$ cat src/rtl/latch_stage.sv
// Valid/ready pipeline-stage register with a 2-entry skid buffer and flush.
// Define LATCH_STAGE_STATS_EN to add saturating stall_count/flush_count outputs.
module latch_stage #(
   parameter int               WIDTH      = 32,
   parameter logic [WIDTH-1:0] NOP_VALUE  = {WIDTH{1'b0}},
   parameter int               STAT_WIDTH = 16
) (
   input  logic             clock,
   input  logic             reset,
   input  logic             flush,
   input  logic             in_valid,
   output logic             in_ready,
   input  logic [WIDTH-1:0] in_data,
   output logic             out_valid,
   input  logic             out_ready,
   output logic [WIDTH-1:0] out_data,
   output logic [1:0]       o_dbg_state
`ifdef LATCH_STAGE_STATS_EN
   ,
   output logic [STAT_WIDTH-1:0] stall_count,
   output logic [STAT_WIDTH-1:0] flush_count
`endif
);

   // Handshake: a transfer happens on a rising edge where valid and ready are
   // both 1; ready never depends on valid, and in_ready is a pure register.
   typedef enum logic [1:0] {
      ST_EMPTY = 2'd0,
      ST_ONE   = 2'd1,
      ST_TWO   = 2'd2
   } state_t;

   state_t           r_state;
   state_t           w_next_state;
   logic [WIDTH-1:0] r_main;
   logic [WIDTH-1:0] w_next_main;
   logic [WIDTH-1:0] r_skid;
   logic [WIDTH-1:0] w_next_skid;
   logic             r_out_valid;
   logic             r_in_ready;
   logic             w_in_fire;
   logic             w_out_fire;

   assign w_in_fire  = in_valid & r_in_ready;
   assign w_out_fire = r_out_valid & out_ready;

   always_comb begin
      w_next_state = r_state;
      w_next_main  = r_main;
      w_next_skid  = r_skid;
      if (flush) begin
         // Any same-cycle in_fire is swallowed here on purpose.
         w_next_state = ST_EMPTY;
         w_next_main  = NOP_VALUE;
         w_next_skid  = NOP_VALUE;
      end else begin
         case (r_state)
            ST_EMPTY: begin
               if (w_in_fire) begin
                  w_next_main  = in_data;
                  w_next_state = ST_ONE;
               end
            end
            ST_ONE: begin
               if (w_in_fire && w_out_fire) begin
                  w_next_main = in_data;
               end else if (w_in_fire) begin
                  w_next_skid  = in_data;
                  w_next_state = ST_TWO;
               end else if (w_out_fire) begin
                  w_next_main  = NOP_VALUE;
                  w_next_state = ST_EMPTY;
               end
            end
            ST_TWO: begin
               if (w_out_fire) begin
                  w_next_main  = r_skid;
                  w_next_skid  = NOP_VALUE;
                  w_next_state = ST_ONE;
               end
            end
            default: begin
               w_next_state = ST_EMPTY;
               w_next_main  = NOP_VALUE;
               w_next_skid  = NOP_VALUE;
            end
         endcase
      end
   end

   always_ff @(posedge clock) begin
      if (!reset) begin
         r_state     <= ST_EMPTY;
         r_main      <= NOP_VALUE;
         r_skid      <= NOP_VALUE;
         r_out_valid <= 1'b0;
         r_in_ready  <= 1'b1;
      end else begin
         r_state     <= w_next_state;
         r_main      <= w_next_main;
         r_skid      <= w_next_skid;
         r_out_valid <= (w_next_state != ST_EMPTY);
         r_in_ready  <= (w_next_state != ST_TWO);
      end
   end

   assign in_ready    = r_in_ready;
   assign out_valid   = r_out_valid;
   assign out_data    = r_main;
   assign o_dbg_state = r_state;

`ifdef LATCH_STAGE_STATS_EN
   logic [STAT_WIDTH-1:0] r_stall_count;
   logic [STAT_WIDTH-1:0] r_flush_count;

   // Both counters stick at all-ones rather than wrapping.
   always_ff @(posedge clock) begin
      if (!reset) begin
         r_stall_count <= '0;
         r_flush_count <= '0;
      end else begin
         if (r_out_valid && !out_ready && !(&r_stall_count)) begin
            r_stall_count <= r_stall_count + STAT_WIDTH'(1);
         end
         if (flush && !(&r_flush_count)) begin
            r_flush_count <= r_flush_count + STAT_WIDTH'(1);
         end
      end
   end

   assign stall_count = r_stall_count;
   assign flush_count = r_flush_count;
`endif

endmodule
$ cat config.mk
export PLATFORM = sky130hd
export DESIGN_NAME = latch_stage
export DESIGN_NICKNAME = d
export VERILOG_FILES = /design/src/rtl/latch_stage.sv
export SDC_FILE = /design/constraint.sdc
export NUM_CORES = 1
export LEC_CHECK = 0
export BUFFER_PORTS_ARGS = -buffer_cell sky130_fd_sc_hd__buf_2
export CAP_MARGIN = 10
export CORE_AREA = 3 3 98 100
export DETAILED_ROUTE_END_ITERATION = 8
export DIE_AREA = 0 0 101 103
export PLACE_DENSITY = 0.68
export SYNTH_ARGS = -nofsm -noshare
export SYNTH_HDL_FRONTEND = slang
export SYNTH_SLANG_ARGS = --single-unit
$ cat constraint.sdc
create_clock -name clock -period 2.4 [get_ports clock]
set_input_delay 0.12 -clock clock [delete_from_list [all_inputs] [get_ports clock]]
set_output_delay 0.12 -clock clock [all_outputs]
set_load 0.05 [all_outputs]
## Word-level counts from Yosys, hierarchy flattened

Index checks and enable logic that the tools add are counted.
W data, S select, Z words.

- Word-level logic and storage cells: 39
- Output and inout port bits: 36
- Flip-flop bits (word level): 68
- Bits of input ports: 37

- Reductions and logical operators: 6
- Mux-type cells: 15
- Bitwise gates (word level): 4
- Equality and inequality tests: 9

Operator list:

| kind | count |
|---|---|
| $mux W32 | 6 |
| $pmux W32 S3 | 2 |
| $mux W2 | 6 |
| $ne A2 B2 Y1 const B | 5 |
| $reduce_and A4 Y1 | 2 |
| $ne A3 B3 Y1 const B | 2 |
| $pmux W2 S3 | 1 |
| $and A1 B1 Y1 | 2 |
| $eq A2 B1 Y1 const B | 1 |
| $eq A2 B2 Y1 const B | 1 |
| $logic_not A2 Y1 | 1 |
| $not A1 Y1 | 2 |
| $reduce_bool A2 Y1 | 1 |
| $reduce_or A2 Y1 | 1 |
| $logic_and A1 B1 Y1 | 1 |

## Longest topological paths before layout

Gate-level depths: netlist (run 1).

- Depth after elaboration: 7
- Mapped depth: 7
- Gate-level depth less buffers: 4

## Least setup slack after synthesis (run 1)

Ideal clock, no wire load.

- Kind: reg-to-reg
- From: register r_in_ready (netlist: in_ready)
- To: register r_main[20] (netlist: out_data[20])
- Setup time: 0.128 ns
- Stages on the path, launching flop included: 6
- Arrival time: 1.627 ns
- Path buffers: 1
- Clock period less this slack: 1.755 ns
- Setup slack: 0.645 ns
- Cell sequence: dfxtp_1 nand2_1 o2bb2ai_4 buf_4 a22oi_1 nor2_1

- Cells in the longest elaborated chain, start to end: 4
- Elaborated cells between the ends (all ways): 8
- Classes of those cells: eq/ne (3); mux (2); bitwise (1); reduce/logical (2)

Ends and longest elaborated chain:

| element | RTL line | RTL |
|---|---|---|
| from (decl) | 40 | `logic r_in_ready;` |
| from (signal assigned) | 103 | `r_in_ready <= (w_next_state != ST_TWO);` |
| $and A1 B1 Y1 * | 44 | `assign w_in_fire = in_valid & r_in_ready;` |
| $logic_and A1 B1 Y1 | 65 | `if (w_in_fire && w_out_fire) begin` |
| $ne A3 B3 Y1 (no source line) / $mux W32 (equally long branches) | - |  |
| $reduce_and A4 Y1 (no source line) / $pmux W32 S3 (equally long branches) | - |  |
| to (signal assigned) | 100 | `r_main <= w_next_main;` |
| to (decl) | 35 | `logic [WIDTH-1:0] r_main;` |

Mark *: on every way between the ends. The rest lies on a longest branch, timed or not.
A chain may end at the register's enable or synchronous reset.

## Worst setup path in the final report (run 1)

- From: register r_out_valid (netlist: out_valid)
- To: register r_main[5] (netlist: out_data[5])

- Cells in the longest elaborated chain, start to end: 4
- Elaborated cells between the ends (all ways): 8
- Classes of those cells: eq/ne (3); mux (2); bitwise (1); reduce/logical (2)

Ends and longest elaborated chain:

| element | RTL line | RTL |
|---|---|---|
| from (decl) | 39 | `logic r_out_valid;` |
| from (signal assigned) | 102 | `r_out_valid <= (w_next_state != ST_EMPTY);` |
| $and A1 B1 Y1 * | 45 | `assign w_out_fire = r_out_valid & out_ready;` |
| $logic_and A1 B1 Y1 | 65 |  |
| $ne A3 B3 Y1 (no source line) / $mux W32 (equally long branches) | - |  |
| $reduce_and A4 Y1 (no source line) / $pmux W32 S3 (equally long branches) | - |  |

Marked as above.

==> results of run 1 <==
cells in the final DEF (no fill, tap or decap), drive strengths merged:
| cell type | synthesis | routed |
|---|---|---|
| clkbuf | 30 | 10 |
| nand3 | 33 | 33 |
| mux2i | 32 | 32 |
| nor3 | 1 | 1 |
| nand3b | 1 | 1 |
| o2bb2ai | 1 | 1 |
| buf | 21 | 85 |
| mux2 | 1 | 1 |
| bufinv | 0 | 2 |
| nand2 | 4 | 4 |
| nor2 | 37 | 37 |
| a22oi | 32 | 32 |
| clkinv | 0 | 2 |
| clkinvlp | 0 | 2 |
| nand4b | 32 | 32 |
| xnor2 | 1 | 1 |
| and2 | 2 | 2 |
| or3 | 1 | 1 |
| nand2b | 1 | 1 |
| inv | 1 | 1 |
| o21ba | 1 | 1 |
| o22ai | 33 | 33 |
| a21oi | 37 | 37 |
| dfxtp | 68 | 68 |
| o21ai | 32 | 32 |
registers in the layout (all words and copies together) (netlist names):
register and cells:
r_skid 32, in_ready 1, o_dbg_state 2, out_valid 1, out_data 32
routing by layer:
layer  track usage (%)  part of all wire, %  wire length, um
met3              5.95                  6.8              671
met1              24.6                   45             4420
met2              31.5                   47             4650
met5                 0                    0                0
met4              5.11                 0.93               91
logic make-up (layout without fill, tap and decap cells):
logic type                count (synthesis)  count (layout)
xor gates and xnor gates                  1               1
muxes                                    33              33
and+or+nand+nor                         112             112
AOI/OAI and AO/OA                       136             136
buffers and inverters                    52             102
DFF                                      68              68
per-stage QoR:
stage / power, W / cell area [um^2] / std cells / hold WS (ns) / setup slack (ns)
floorplan: 0.00152 / 3520 / 402 / 0.289 / 0.645
global placement: 0.00163 / 3840 / 544 / 0.420 / 0.516
detailed placement: 0.00164 / 3840 / 544 / 0.431 / 0.446
CTS: 0.00267 / 4060 / 560 / 0.0526 / 0.464
global route: 0.00276 / 4060 / 560 / 0.0625 / 0.251
finish: 0.00265 / 4060 / 560 / 0.0681 / 0.461
path summary, 6_finish.rpt:
check,to,slack (ns),cells after the start
worst max register to register,out_data[5],0.46,5
worst min-delay path,r_skid[20],0.07,3
worst max-delay path,out_data[5],0.46,5
worst min register to register,r_skid[28],0.47,2
area by class of cell:
cell class	count	area (um^2)	area share (%)
Clock buffer	10	128	3.15
Clock inverter	6	88.8	2.19
Inverter	1	3.75	0.0925
Multi-Input combinational cell	282	1880	46.3
Sequential cell	68	1360	33.6
Tap cell	108	135	3.33
Timing Repair Buffer	85	458	11.3
worst register-to-register path, delay by kind of cell, from the launching register on:
| kind | cells | cell delay, ns |
|---|---|---|
| compound gates | 2 | 0.92 |
| simple gates | 2 | 0.45 |
| flops | 1 | 0.33 |
| buf+inv | 1 | 0.19 |
report_power, final:
| group | internal, W | switching, W |
|---|---|---|
| clock network | 0.000585 | 0.000454 |
| logic | 0.000138 | 0.000310 |
| registers | 0.00115 | 0.0000150 |
==> out/results.txt, run 1 <==
status -> finished clean
initial core utilization -> 40.2%
Yosys warning total -> 0
Leak -> 1.40 nW
XOR/XNOR share of the synthesized area -> 0.781%
core region area -> 8760 um^2
Port Buffers -> 72
initial antenna violation count -> 0
Setup Skew -> 0.0119 ns
fin crit share -> 80.8%
Post-Synth Adder-Cell Area -> 0%
FF+latch count, synth -> 68
vias in the first global route -> 3,125
H-tree Lvls -> 3
CP max-delay cell -> o2bb2ai_4
endpoints failing hold -> 0
Worst Path Class, Setup -> register to register
largest net degree at the start of global routing -> 50
critical hold path startpoint -> in_data[20]
Die ar. -> 10,400 um^2
detailed placement HPWL -> 6180 um
Async SR Flop Fraction -> 0%
drc violations -> 0
number of flops mapped to enable cells by yosys -> 0
top cell type's share of synthesized area -> 38.6%
Worst Path Arrival -> 2.23 ns
first-pass GRT wire length -> 15,900 um
CTS buffer count -> 9
Setup TNS -> 0 ns
Bufs and invs on worst path -> 1
post-synthesis mux area share -> 9.41%
Setup Fix Bufs, Post-CTS -> 0
cts repair resizes -> 0
peak supply drop -> 294 uV
CTS tree -> built
simple-gate share of the synthesized area -> 19.2%
CTS Buffer Depth -> 2
utilization after layout -> 46.3%
share of layout cells above drive strength 1 -> 25.2%
DRT Pass-1 Iters -> 5
Synth top cells by count -> dfxtp_1 (68), a21oi_1 (37), nor2_1 (35), nand3_1 (33)
Worst Tran Pin Value -> 0.809 ns
Yosys cell types -> 31
CTS root buffer -> clkbuf_8
Yosys top cell by area -> dfxtp_1
worst hold path class -> primary input to register
CP Cell Sequence -> buf_4 > and2_1 > o2bb2ai_4 > a22oi_1 > nor2_1
cell count after synthesis -> 402
Routed WL -> 9830 um
main combinational cell family by area after synthesis -> compound AO/OA/AOI/OAI gates
grt ovf -> 0
top_reg_cell synth -> dfxtp_1
Slew headroom -> 46.0%
Layout Nets -> 484
clock-pin slew on the worst setup and hold paths -> 0.08 ns
CP top delay family -> compound AO/OA/AOI/OAI gates
max-slew violations -> 0
Compound-Gate Fraction of Synth Area -> 23.7%
routed vias -> 3,315
drt first-iter violations -> 220
type of origin of the critical path -> register
top cells by area, synth -> dfxtp_1 (39%), mux2i_1 (9.1%), nand4b_1 (8.0%)
Synthesized Nets -> 439
Tot GR Track Use -> 19.2%
ANT nets after route -> 0
Area growth syn-to-layout -> 15.1%
row count -> 34
worst-path fanout max -> 32
pwr/cell area -> 654 nW/um^2
sequential-to-total area share from yosys stat -> 38.6%
Critical Path RT -> 2.69 ns
synthesized area per cell -> 8.77 um^2
most common cell in the synthesized netlist -> dfxtp_1
post-DR vias/cell -> 5.92
Setup violations, final -> 0
CP peak stage delay -> 0.70 ns
Mapped Area -> 3520 um^2
fill cell count -> 875
unrepaired setup endpoints after global routing -> false
diodes inserted -> 0
Die H -> 103 um
clock latency on the worst-skew pair -> 0.35 ns
Die W -> 101 um
Tmin final -> 1.94 ns
Setup crit end kind -> register
GP Congestion -> 0.780
I/O pin total -> 73
reg2reg start -> out_valid
CTS Sinks -> 68
Critical Path Source -> out_valid
f_max -> 0.516 GHz
routed length per instance -> 17.5 um
CTS Hold Bufs -> 0
Max Cap Viol -> 0
Note: power is estimated with default switching activity, not from simulation.
==> run 2: changes to the inputs <==
- PLACE_DENSITY: 0.68 -> 0.7
- clock period: 2.4 -> 1.6 ns (I/O delays scaled with it)
==> out/results.txt, run 2 (synthesis gave the netlist of run 1 again) <==
Layout Nets -> 498 (+2.9%)
Pwr Total -> 0.00412 W (+55%)
largest net degree at the start of global routing -> 49 (-2.0%)
pwr/cell area -> 965 nW/um^2 (+48%)
CP Cell Sequence -> buf_12 > nand2_2 > a21oi_2 > buf_4 > o21ai_0 > a21oi_1
CTS tree -> built
Worst Path Arrival -> 1.75 ns (-0.48 ns)
Critical Path Source -> out_valid
H-tree Lvls -> 3 (unchanged)
Leak -> 1.51 nW (+7.7%)
post-DR vias/cell -> 5.90 (-0.29%)
Routed WL -> 9900 um (+0.74%)
CP peak stage delay -> 0.36 ns (-0.34 ns)
most common cell after layout, fill and taps aside -> buf_2
initial core utilization -> 40.2% (unchanged)
Port Buffers -> 72 (unchanged)
grt ovf -> 0 (unchanged)
CTS root buffer -> clkbuf_8
Most Crowded Layer GR -> met2
Worst Path Class, Setup -> register to register
routed vias -> 3,388 (+2.2%)
Non-Filler Instances -> 574 (+2.5%)
detailed placement HPWL -> 6240 um (+0.99%)
CTS buffer count -> 9 (unchanged)
pre-CTS setup slack -> 0.0189 ns (-0.427 ns)
CP max-delay cell -> dfxtp_2
reg2reg start -> out_valid
core region area -> 8760 um^2 (unchanged)
Setup Skew -> 0.00843 ns (-0.00349 ns)
first-pass GRT wire length -> 15,900 um (-0.17%)
vias in the first global route -> 3,168 (+1.4%)
share of layout cells above drive strength 1 -> 28.1% (+2.9 points)
placed instance count -> 553 (+1.7%)
clock-pin slew on the worst setup and hold paths -> 0.08 ns (about the same)
routed length per instance -> 17.2 um (-1.7%)
fill cell count -> 864 (-1.3%)
Area growth syn-to-layout -> 21.1%
utilization after layout -> 48.7% (+2.4 points)
CTS Sinks -> 68 (unchanged)
CTS Buffer Depth -> 2 (unchanged)
GP Congestion -> 0.752 (-3.6%)
Hold Path Cell Cnt -> 3 (unchanged)
most frequent cells in the layout -> buf_2 (72), dfxtp_1 (64), a21oi_1 (36), nor2_1 (35), nand3_1 (33)
CTS Hold Bufs -> 0 (unchanged)
Setup violations, final -> 0 (unchanged)
DRT Pass-1 Iters -> 5 (unchanged)
worst hold path class -> primary input to register
Die H -> 103 um (unchanged)
drc violations -> 0 (unchanged)
worst-path fanout max -> 34 (+6.3%)
max-slew violations -> 0 (unchanged)
endpoints failing hold -> 0 (unchanged)
GR Layer Usage met1 -> 24.1% (-0.55 points)
f_max -> 0.683 GHz (+32%)
Die ar. -> 10,400 um^2 (unchanged)
Setup crit end kind -> register
R2R Setup Slk -> 0.13 ns (-0.33 ns)
critical hold path startpoint -> in_data[7]
initial antenna violation count -> 0 (unchanged)
I/O pin total -> 73 (unchanged)
R2R depth -> 6 (+1)
Tmin final -> 1.47 ns (-0.473 ns)
clock latency on the worst-skew pair -> 0.35 ns (about the same)
final worst setup slack -> 0.135 ns (-0.327 ns)
Max Cap Viol -> 0 (unchanged)
status -> finished clean
ANT nets after route -> 0 (unchanged)
Critical Path RT -> 1.88 ns (-0.81 ns)
peak supply drop -> 685 uV (+130%)
drt first-iter violations -> 188 (-15%)
GR Util met2 -> 31.8% (+0.30 points)
routing usage on met3 -> 4.87% (-1.1 points)
Die W -> 101 um (unchanged)
diodes inserted -> 0 (unchanged)
fin crit share -> 91.6% (+11 points)
Slew headroom -> 64.9% (+19 points)
row count -> 34 (unchanged)
Tot GR Track Use -> 19.1% (-0.12 points)
Worst Tran Pin Value -> 0.527 ns (-0.282 ns)
type of origin of the critical path -> register
run 2: changes by cell type in the layout (fill, tap and decap cells not counted):
cell	change
and2_1	-1
clkinvlp_4	-2
and2_2	+1
nor2_4	+1
buf_4	+7
clkbuf_16	+1
dfxtp_4	+2
dfxtp_1	-2
buf_12	+6
clkinv_4	+1
run 2: layout make-up:
type                            count  area, um^2  share of cell area, %
Timing Repair Buffer               98         631                   14.8
Sequential cell                    68        1370                   32.1
Multi-Input combinational cell    283        1890                   44.3
Inverter                            1        3.75                 0.0880
Clock buffer                       11         153                   3.58
Clock inverter                      5        82.6                   1.93
Tap cell                          108         135                   3.17
run 2: path summary, 6_finish.rpt:
kind                end
min           r_skid[7]
max reg2reg  r_skid[28]
max          r_skid[28]
min reg2reg  r_skid[11]
run 2: critical path: cells and delay by family (launching register included):
kind	cells	cell delay (ns)
AOI/OAI and AO/OA	3	0.49
buffers and inverters	2	0.45
DFF	1	0.36
and+or+nand+nor	1	0.12
run 2: where the power goes:
group          switching, W  internal, W  total, W
sequential        0.0000287      0.00173   0.00176
combinational      0.000465     0.000246  0.000712
clock              0.000676     0.000976   0.00165
total               0.00117      0.00295   0.00412
run 2: what timing repair did:
action	4_1_cts	5_1_grt
resized for setup	0	6
buffers inserted	0	4
endpoints found under the setup margin	0	37
run 2: per-stage QoR:
step                cell area, um^2  hold WS (ns)  TNS (ns)
floorplan                      3530         0.249         0
global placement               3960         0.381         0
detailed placement             3960         0.386         0
CTS                            4200       0.00479         0
global route                   4270        0.0236   -0.0106
finish                         4270        0.0247         0
run 2: metal layers:
layer | part of all wire, % | routed length, um
met5 | 0 | 0
met3 | 6.4 | 633
met4 | 0.85 | 84
met1 | 43 | 4260
met2 | 50 | 4920
